==> config.mk <==
export PLATFORM = sky130hd
export DESIGN_NAME = cmd_master
export DESIGN_NICKNAME = d
export VERILOG_FILES = /design/src/rtl/cmd_master_pkg.sv /design/src/rtl/cmd_timeout.sv /design/src/rtl/cmd_master.sv
export SDC_FILE = /design/constraint.sdc
export NUM_CORES = 1
export LEC_CHECK = 0
export ABC_AREA = 1
export CAP_MARGIN = 10
export CORE_MARGIN = 2
export CORE_UTILIZATION = 35
export CTS_CLUSTER_DIAMETER = 30
export DETAILED_ROUTE_END_ITERATION = 7
export PLACE_DENSITY_LB_ADDON = 0.15
export RECOVER_POWER = 50
export SYNTH_ARGS = -nofsm -noshare
export SYNTH_HDL_FRONTEND = slang
export SYNTH_HIERARCHICAL = 1
export SYNTH_SLANG_ARGS = --single-unit
==> constraint.sdc <==
create_clock -name clk -period 2.6 [get_ports clk]
set_clock_uncertainty 0.15 [all_clocks]
set_input_delay 0.52 -clock clk [delete_from_list [all_inputs] [get_ports clk]]
set_output_delay 0.52 -clock clk [all_outputs]
set_load 0.01 [all_outputs]
==> src/rtl/cmd_master_pkg.sv <==
// Frame constants and FSM encoding shared by both ends of the UART register-access link.
package cmd_master_pkg;

   localparam int          CMD_WE_BIT   = 7;
   localparam logic [2:0]  WR_BYTES     = 3'd5;
   localparam logic [2:0]  RD_CMD_BYTES = 3'd1;
   localparam logic [2:0]  RD_BYTES     = 3'd4;
   localparam logic [31:0] TIMEOUT_RDAT = 32'hFFFF_FFFF;

   typedef enum logic [2:0] {
      ST_IDLE,
      ST_TX_SEND,
      ST_TX_ARM,
      ST_TX_WAIT,
      ST_RX_WAIT,
      ST_DONE
   } cmd_state_t;

   function automatic logic [7:0] cmd_byte(input logic we, input logic [6:0] addr);
      logic [7:0] b;
      b             = {1'b0, addr};
      b[CMD_WE_BIT] = we;
      return b;
   endfunction

endpackage

==> src/rtl/cmd_timeout.sv <==
// Saturating inter-byte timeout counter for the read-response phase.
module cmd_timeout #(
   parameter int TIMEOUT_CYCLES = 120000,
   parameter int TO_W           = 17
) (
   input  logic clk,
   input  logic rst,
   input  logic clr,
   input  logic en,
   output logic expired
);

   localparam logic [TO_W-1:0] LAST = TO_W'(TIMEOUT_CYCLES - 1);

   logic [TO_W-1:0] cnt_reg;

   // Holds at LAST instead of wrapping so a stalled responder stays expired.
   always_ff @(posedge clk) begin
      if (!rst || clr) begin
         cnt_reg <= '0;
      end else if (en && cnt_reg != LAST) begin
         cnt_reg <= cnt_reg + TO_W'(1);
      end
   end

   assign expired = (cnt_reg == LAST);

endmodule

==> src/rtl/cmd_master.sv <==
// Initiator of the UART register-access protocol: serialises a request into a command
// frame and gathers the 4-byte read response, with an inter-byte timeout.
module cmd_master
   import cmd_master_pkg::*;
#(
   parameter int TIMEOUT_CYCLES = 120000,
   parameter int TO_W           = 17
) (
   input  logic        clk,
   input  logic        rst,
   input  logic        req_valid,
   output logic        req_ready,
   input  logic        req_we,
   input  logic [6:0]  req_addr,
   input  logic [31:0] req_wdat,
   output logic        rsp_valid,
   output logic [31:0] rsp_rdat,
   output logic        rsp_timeout,
   output logic [7:0]  txData,
   output logic        txSend,
   input  logic        txBusy,
   input  logic [7:0]  rxData,
   input  logic        rxValid,
   output logic        rxack
);

   cmd_state_t  state_reg;
   logic [39:0] shreg_reg;
   logic [2:0]  tx_cnt_reg;
   logic [2:0]  rx_cnt_reg;
   logic        we_reg;
   logic [31:0] rdat_sh_reg;
   logic        run_reg;
   logic        to_expired;

   cmd_timeout #(
      .TIMEOUT_CYCLES(TIMEOUT_CYCLES),
      .TO_W          (TO_W)
   ) u_timeout (
      .clk    (clk),
      .rst    (rst),
      .clr    ((state_reg != ST_RX_WAIT) || rxValid),
      .en     (state_reg == ST_RX_WAIT),
      .expired(to_expired)
   );

   // Every presented byte is popped in the cycle it is seen; only RX_WAIT keeps it.
   assign rxack = rxValid & run_reg;

   always_ff @(posedge clk) begin
      if (!rst) begin
         state_reg   <= ST_IDLE;
         shreg_reg   <= '0;
         tx_cnt_reg  <= '0;
         rx_cnt_reg  <= '0;
         we_reg      <= 1'b0;
         rdat_sh_reg <= '0;
         run_reg     <= 1'b0;
         req_ready   <= 1'b0;
         rsp_valid   <= 1'b0;
         rsp_rdat    <= '0;
         rsp_timeout <= 1'b0;
         txData      <= '0;
         txSend      <= 1'b0;
      end else begin
         run_reg     <= 1'b1;
         txSend      <= 1'b0;
         rsp_valid   <= 1'b0;
         rsp_timeout <= 1'b0;
         case (state_reg)
            ST_IDLE: begin
               req_ready <= 1'b1;
               if (req_valid && req_ready) begin
                  shreg_reg  <= {cmd_byte(req_we, req_addr), req_wdat};
                  we_reg     <= req_we;
                  tx_cnt_reg <= req_we ? WR_BYTES : RD_CMD_BYTES;
                  req_ready  <= 1'b0;
                  state_reg  <= ST_TX_SEND;
               end
            end
            ST_TX_SEND: begin
               if (!txBusy) begin
                  txData     <= shreg_reg[39:32];
                  txSend     <= 1'b1;
                  shreg_reg  <= {shreg_reg[31:0], 8'h00};
                  tx_cnt_reg <= tx_cnt_reg - 3'd1;
                  state_reg  <= ST_TX_ARM;
               end
            end
            ST_TX_ARM: begin
               state_reg <= ST_TX_WAIT;
            end
            ST_TX_WAIT: begin
               if (!txBusy) begin
                  if (tx_cnt_reg != 3'd0) begin
                     state_reg <= ST_TX_SEND;
                  end else if (we_reg) begin
                     rsp_valid <= 1'b1;
                     state_reg <= ST_DONE;
                  end else begin
                     rx_cnt_reg <= RD_BYTES;
                     state_reg  <= ST_RX_WAIT;
                  end
               end
            end
            ST_RX_WAIT: begin
               if (rxValid) begin
                  rdat_sh_reg <= {rdat_sh_reg[23:0], rxData};
                  rx_cnt_reg  <= rx_cnt_reg - 3'd1;
                  if (rx_cnt_reg == 3'd1) begin
                     rsp_rdat  <= {rdat_sh_reg[23:0], rxData};
                     rsp_valid <= 1'b1;
                     state_reg <= ST_DONE;
                  end
               end else if (to_expired) begin
                  rsp_rdat    <= TIMEOUT_RDAT;
                  rsp_timeout <= 1'b1;
                  rsp_valid   <= 1'b1;
                  state_reg   <= ST_DONE;
               end
            end
            ST_DONE: begin
               // rsp_valid is high during this state; readiness follows one cycle later.
               req_ready <= 1'b1;
               state_reg <= ST_IDLE;
            end
            default: begin
               state_reg <= ST_IDLE;
            end
         endcase
      end
   end

endmodule

==> results.yml <==
outcome:
  outcome: "complete, no violations"
floorplanning:
  initial_core_util: 0.359
  die-width_um: 132
  rows: 46
  fp.dieH_um: 132
  dieArea_mm2: 0.0174
  io_pins: 98
  core_area_mm2: 0.0159
synth:
  yosysWarningCount: 6
  yosysMostFrequentCell: "nand2_1"
  async_flop_share: 0
  synth_seq_cells: 136
  netlist_top_cells_count: "nand2_1, dfxtp_1, nor2_1"
  synth_ff_type: "dfxtp_1"
  synth_top_area_frac: 0.475
  syn_avg_cell_area_um2: 7.19
  synth.area.top_cells: "dfxtp_1, nand2_1, nor2_1"
  syn-instance-count: 797
  synth_area_mm2: 0.00573
  synthesis.nets: 855
  synth_largest_area_cell: "dfxtp_1"
  synth_cell_types: 33
  synth_edf_count: 0
  ys_seq_area_frac: 0.475
detailed_routing:
  drc: 0
  num_vias: 5103
  via_per_inst: 4.58
  first_pass_iters: 4
  drt_wl_total_um: 13900
  first_iter_violations: 338
  ant_nets: 0
  wl_per_cell_um: 12.5
grt:
  grt_pass1_vias: 4756
  grt_max_degree: 54
  grt.total_usage: 0.164
  grt_remaining_overflow: 0
  grt_pass1_wl_um: 23400
  antenna_found_initial: 0
clocking:
  clk_latency_ns: 0.42
  htree_levels: 4
  post-cts-setup-buffers: 0
  clock-sinks: 136
  root_buffer: "clkbuf_16"
  numCtsBuffers: 17
  cts.repair.resized: 0
  cts_buffer_depth: 2
  clk_pin_slew_ns: 0.06
  cts_tree: "yes"
  cts-hold-fix-buffers: 0
cells_and_area:
  antenna_cells: 0
  area_delta_synth_final_pct: 29.0
  nFillCells: 1684
  nets: 943
  fin_util: 0.464
  largest_register_ffs: 40
  fin_cells: 1114
  drive_above_1_share: 0.0735
placement:
  dp_hpwl_um: 9060
  placedCellCount: 1082
  place_congestion: 0.826
  portBuffers: 97
worst_setup_path:
  crit_fanout: 2
  endpoint_kind: "output pin"
  cp.required_ns: 1.93
  cp_data_arrival_time_ns: 1.61
  start_kind: "primary input"
  reg2reg_slack_ns: 0.32
  worstSetupPathType: "primary input to output pin"
worst_hold_path:
  hp-class: "flip-flop to flip-flop"
pwr:
  power.internal_w: 0.00411
  p_leak_nw: 3.02
  p_switching_w: 0.00203
  combinationalPowerShare: 0.224
  pwr-share-seq: 0.415
  swShare: 0.330
  power_frac_clock: 0.361
  peakVddDrop_mv: 0.586
  p_per_area_mw_per_mm2: 830
timing:
  max_slew_margin: 0.469
  finalSetupViolCount: 0
  worst_slew_pin_slew_ns: 0.797
  setup_tns_ns: 0
  hold_violations: 0
  hold_slack_ns: 0.299
  rsz0062_at_grt: "false"
  period_needed_ns: 2.28
  finalMaxSlewViolations: 0
  max_freq_mhz: 439
  fin_crit_sh: 0.877
job:
  drv_cap: 0
## path summary, 6_finish.rpt
kind	from	endpoint	cells after the start
min reg2reg	rdat_sh_reg[16]	rsp_rdat[24]	2
max	rxValid	rxack	4
min	rdat_sh_reg[16]	rsp_rdat[24]	2
max reg2reg	state_reg[0]	rdat_sh_reg[12]	7
## power by group through the flow
| stage | registers [W] | clock network (W) | logic (W) |
|---|---|---|---|
| 2_1_floorplan | 0.00258 | 0 | 0.00102 |
| 3_3_place_gp | 0.00259 | 0 | 0.00142 |
| 3_5_place_dp | 0.00259 | 0 | 0.00142 |
| 4_1_cts | 0.00255 | 0.00227 | 0.00143 |
| 5_1_grt | 0.00258 | 0.00236 | 0.00160 |
| 6_report | 0.00254 | 0.00222 | 0.00137 |
## area by class of cell
cell class | count | area, µm² | area share
Clock buffer | 17 | 425 | 0.0576
Multi-Input combinational cell | 556 | 2530 | 0.342
Tap cell | 216 | 270 | 0.0366
Timing Repair Buffer | 110 | 1080 | 0.146
Inverter | 64 | 243 | 0.0328
Sequential cell | 136 | 2720 | 0.368
Clock inverter | 15 | 123 | 0.0166
## logic make-up (layout without fill, tap and decap cells)
| kind of cell | count (synthesis) | count (layout) | share of synthesized area |
|---|---|---|---|
| AOI/OAI and AO/OA | 177 | 177 | 0.155 |
| xor gates and xnor gates | 2 | 2 | 0.00306 |
| adders and majority gates | 5 | 5 | 0.0109 |
| and+or+nand+nor | 372 | 372 | 0.278 |
| DFF | 136 | 136 | 0.475 |
| buffers and inverters | 105 | 206 | 0.0784 |
## critical path, cell delays in order
cell             delay (ns)
clkdlybuf4s50_1        0.47
nand2_1                0.05
inv_1                  0.05
clkdlybuf4s50_1        0.52
## through the flow
stage               total power (W)  worst slack (ns)  area [µm²]
floorplan                   0.00360             0.628        5730
global placement            0.00401             0.311        6880
detailed placement          0.00401             0.302        6880
CTS                         0.00625             0.312        7430
global route                0.00654            0.0930        7390
finish                      0.00613             0.321        7390
## per-layer routing
metal,share of wire,routed length [µm],up-vias,global-route usage
met1,0.50,6920,2272,0.216
li1,-,-,2747,-
met4,0.012,172,0,0.0556
met2,0.45,6320,74,0.259
met3,0.037,514,10,0.0438
met5,0,0,-,0
## cell usage in the layout (no fill, tap or decap), types with 3 or more instances in the layout
cell | netlist | final
nand2_1 | 172 | 175
dfxtp_1 | 136 | 136
nor2_1 | 125 | 127
o21ai_0 | 92 | 92
a21oi_1 | 73 | 73
clkdlybuf4s50_1 | 0 | 61
inv_1 | 55 | 56
dlygate4sd3_1 | 0 | 35
nand3_1 | 25 | 25
nor3_1 | 19 | 19
clkbuf_16 | 0 | 17
o21ai_1 | 11 | 11
buf_4 | 3 | 8
inv_2 | 8 | 7
clkinv_4 | 0 | 7
nand4_1 | 5 | 6
ha_1 | 5 | 5
nor2_2 | 4 | 4
nand2_2 | 6 | 3
clkinv_2 | 0 | 3
clkbuf_1 | 15 | 3
Note: power is estimated with default switching activity, not from simulation.
==> variant: new RTL, same flow settings <==
Put one more register stage on the output `txData`. The value now appears one clock later. The other outputs are not delayed to match.
--- a/src/rtl/cmd_master.sv
+++ b/src/rtl/cmd_master.sv
@@ -23,6 +23,8 @@
    input  logic        rxValid,
    output logic        rxack
 );
+
+   logic [7:0] txData_s0;
 
    cmd_state_t  state_reg;
    logic [39:0] shreg_reg;
@@ -60,7 +62,7 @@
          rsp_valid   <= 1'b0;
          rsp_rdat    <= '0;
          rsp_timeout <= 1'b0;
-         txData      <= '0;
+         txData_s0   <= '0;
          txSend      <= 1'b0;
       end else begin
          run_reg     <= 1'b1;
@@ -80,7 +82,7 @@
             end
             ST_TX_SEND: begin
                if (!txBusy) begin
-                  txData     <= shreg_reg[39:32];
+                  txData_s0  <= shreg_reg[39:32];
                   txSend     <= 1'b1;
                   shreg_reg  <= {shreg_reg[31:0], 8'h00};
                   tx_cnt_reg <= tx_cnt_reg - 3'd1;
@@ -131,5 +133,9 @@
       end
    end
 
+   always_ff @(posedge clk) begin
+      txData <= txData_s0;
+   end
+
 endmodule
 
Check against the original RTL: not equivalent (a bounded check fails within 4 cycles, from zero or initial values and one cycle with rst low).
==> variant against the original RTL <==
  * Die area up 2.9%
  * Synthesized cell count increased by 1.1%
  * Routed wire length is 1.5% higher
  * Sequential share of layout area up 0.87 points
  * Setup slack lost 17 ps
  * Total power grew 5.7%
  * Design area rose by 3.4%
  * Critical path type unchanged
  * Area after synthesis grew 3.0%
  * Sequential cell count up 8
==> variant: results (changes against the original RTL) <==
share of cells above drive strength 1 0.08352 (+0.01002); nets 955 (+1.3%); internal power 0.004475 W (+9.0%); Setup WS post-layout 304.1 ps (-16.53 ps); Hold Crit Endpoint txData[1]$_DFF_P_; number of global-route vias before repair 4,889 (+2.8%); first-pass GRT wire length 23,730 um (+1.6%); Via Count 5,200 (+1.9%); Slew @ Worst Pin 1090 ps (+293.4 ps); syn_nets 864 (+1.1%); Worst R2R Path Depth 8 (+1); post-synthesis sequential area ratio 0.4884 (+0.01334); Cells after Synth 806 (+1.1%); total wire length 14,140 um (+1.5%); DR iter-0 viols 231 (-32%); hold_ws 200.8 ps (-98.31 ps); Reg-to-Reg End rx_cnt_reg[1]$_SDFFE_PN0P_; Cell Area, Placed 7106 sq um (+3.2%); max FFs per register 40 (unchanged); Post-DP HPWL 9409 um (+3.9%); worst hold start txData_s0[1]$_SDFFE_PN0P_; Commonest cells post-synth 175 x nand2_1, 144 x dfxtp_1, 133 x nor2_1, 96 x o21ai_0, 65 x a21oi_1; clk buf depth 2 (unchanged); CP arrival 1630 ps (+20 ps); P_leak 2.984 nW (-1.2%); wire length per cell 12.51 um (about the same); global placer's final weighted congestion 0.8151 (-1.3%); outcome complete, no violations; largest net degree at the start of global routing 46 (-15%); Inst Count DP 1,098 (+1.5%)
-- variant: changes by cell type after synthesis, moves of 4 or more --
| cell | before | now |
|---|---|---|
| a21oi_1 | 73 | 65 |
| buf_2 | 21 | 11 |
| o21ai_1 | 11 | 3 |
| inv_1 | 55 | 41 |
| clkbuf_1 | 15 | 20 |
| nor3_1 | 19 | 27 |
| o21ai_0 | 92 | 96 |
| dfxtp_1 | 136 | 144 |
| nor2_1 | 125 | 133 |
| nand3_1 | 25 | 29 |
-- variant: cell families (layout without fill, tap and decap cells) --
logic type               Yosys count  in the layout  synth area share
XOR/XNOR                           2              2          0.002969
AND/OR/NAND/NOR                  395            395            0.2858
buffers and inverters             95            199           0.07208
flip-flops                       144            144            0.4884
AO/OA/AOI/OAI                    165            165            0.1401
adder cells (fa/ha/maj)            5              5           0.01060
-- variant: area by class of cell --
type	instances	area [sq um]	area share
inverter	54	205.2	0.02684
multi-input combinational	567	2591	0.3390
clock inverter	11	106.4	0.01391
tap	220	275.3	0.03601
sequential	144	2883	0.3771
timing repair buffer	113	1114	0.1457
clock buffer	21	470.5	0.06154
-- variant: routing by layer --
| metal | part of all wire | global-route usage | vias to the layer above |
|---|---|---|---|
| met2 | 0.44 | 0.2504 | 85 |
| met1 | 0.50 | 0.2259 | 2304 |
| met5 | 0 | 0 | - |
| met3 | 0.039 | 0.03817 | 16 |
| met4 | 0.015 | 0.06028 | 0 |
| li1 | - | - | 2795 |
-- variant: how the worst max path moves through the flow --
stage                                                  from  cells past startpoint                            to
after CTS                                           rxValid                      4                         rxack
final                                               rxValid                      4                         rxack
after floorplan           u_timeout/cnt_reg[0]$_SDFFE_PP0P_                     11     rsp_rdat[21]$_SDFFE_PN0P_
after global placement                              rxValid                      4                         rxack
after global routing              state_reg[0]$_SDFFE_PN0P_                      8  rdat_sh_reg[13]$_SDFFE_PN0N_
after detailed placement                            rxValid                      4                         rxack
-- variant: worst register-to-register path: stages (launching register included) --
cell      delay (ps)
dfxtp_1          350
nor2_1           230
nand2_2          110
inv_1            330
clkbuf_1         350
nand2_2          130
buf_4            220
or2_0            210
a21oi_1          130
-- variant: power groups by stage --
stage / logic [W] / clock network [W] / registers [W]
finish: 0.00144 / 0.00234 / 0.00270
global route: 0.00167 / 0.00251 / 0.00274
CTS: 0.00148 / 0.00241 / 0.00270
detailed placement: 0.00147 / 0 / 0.00275
global placement: 0.00147 / 0 / 0.00275
floorplan: 0.00105 / 0 / 0.00273
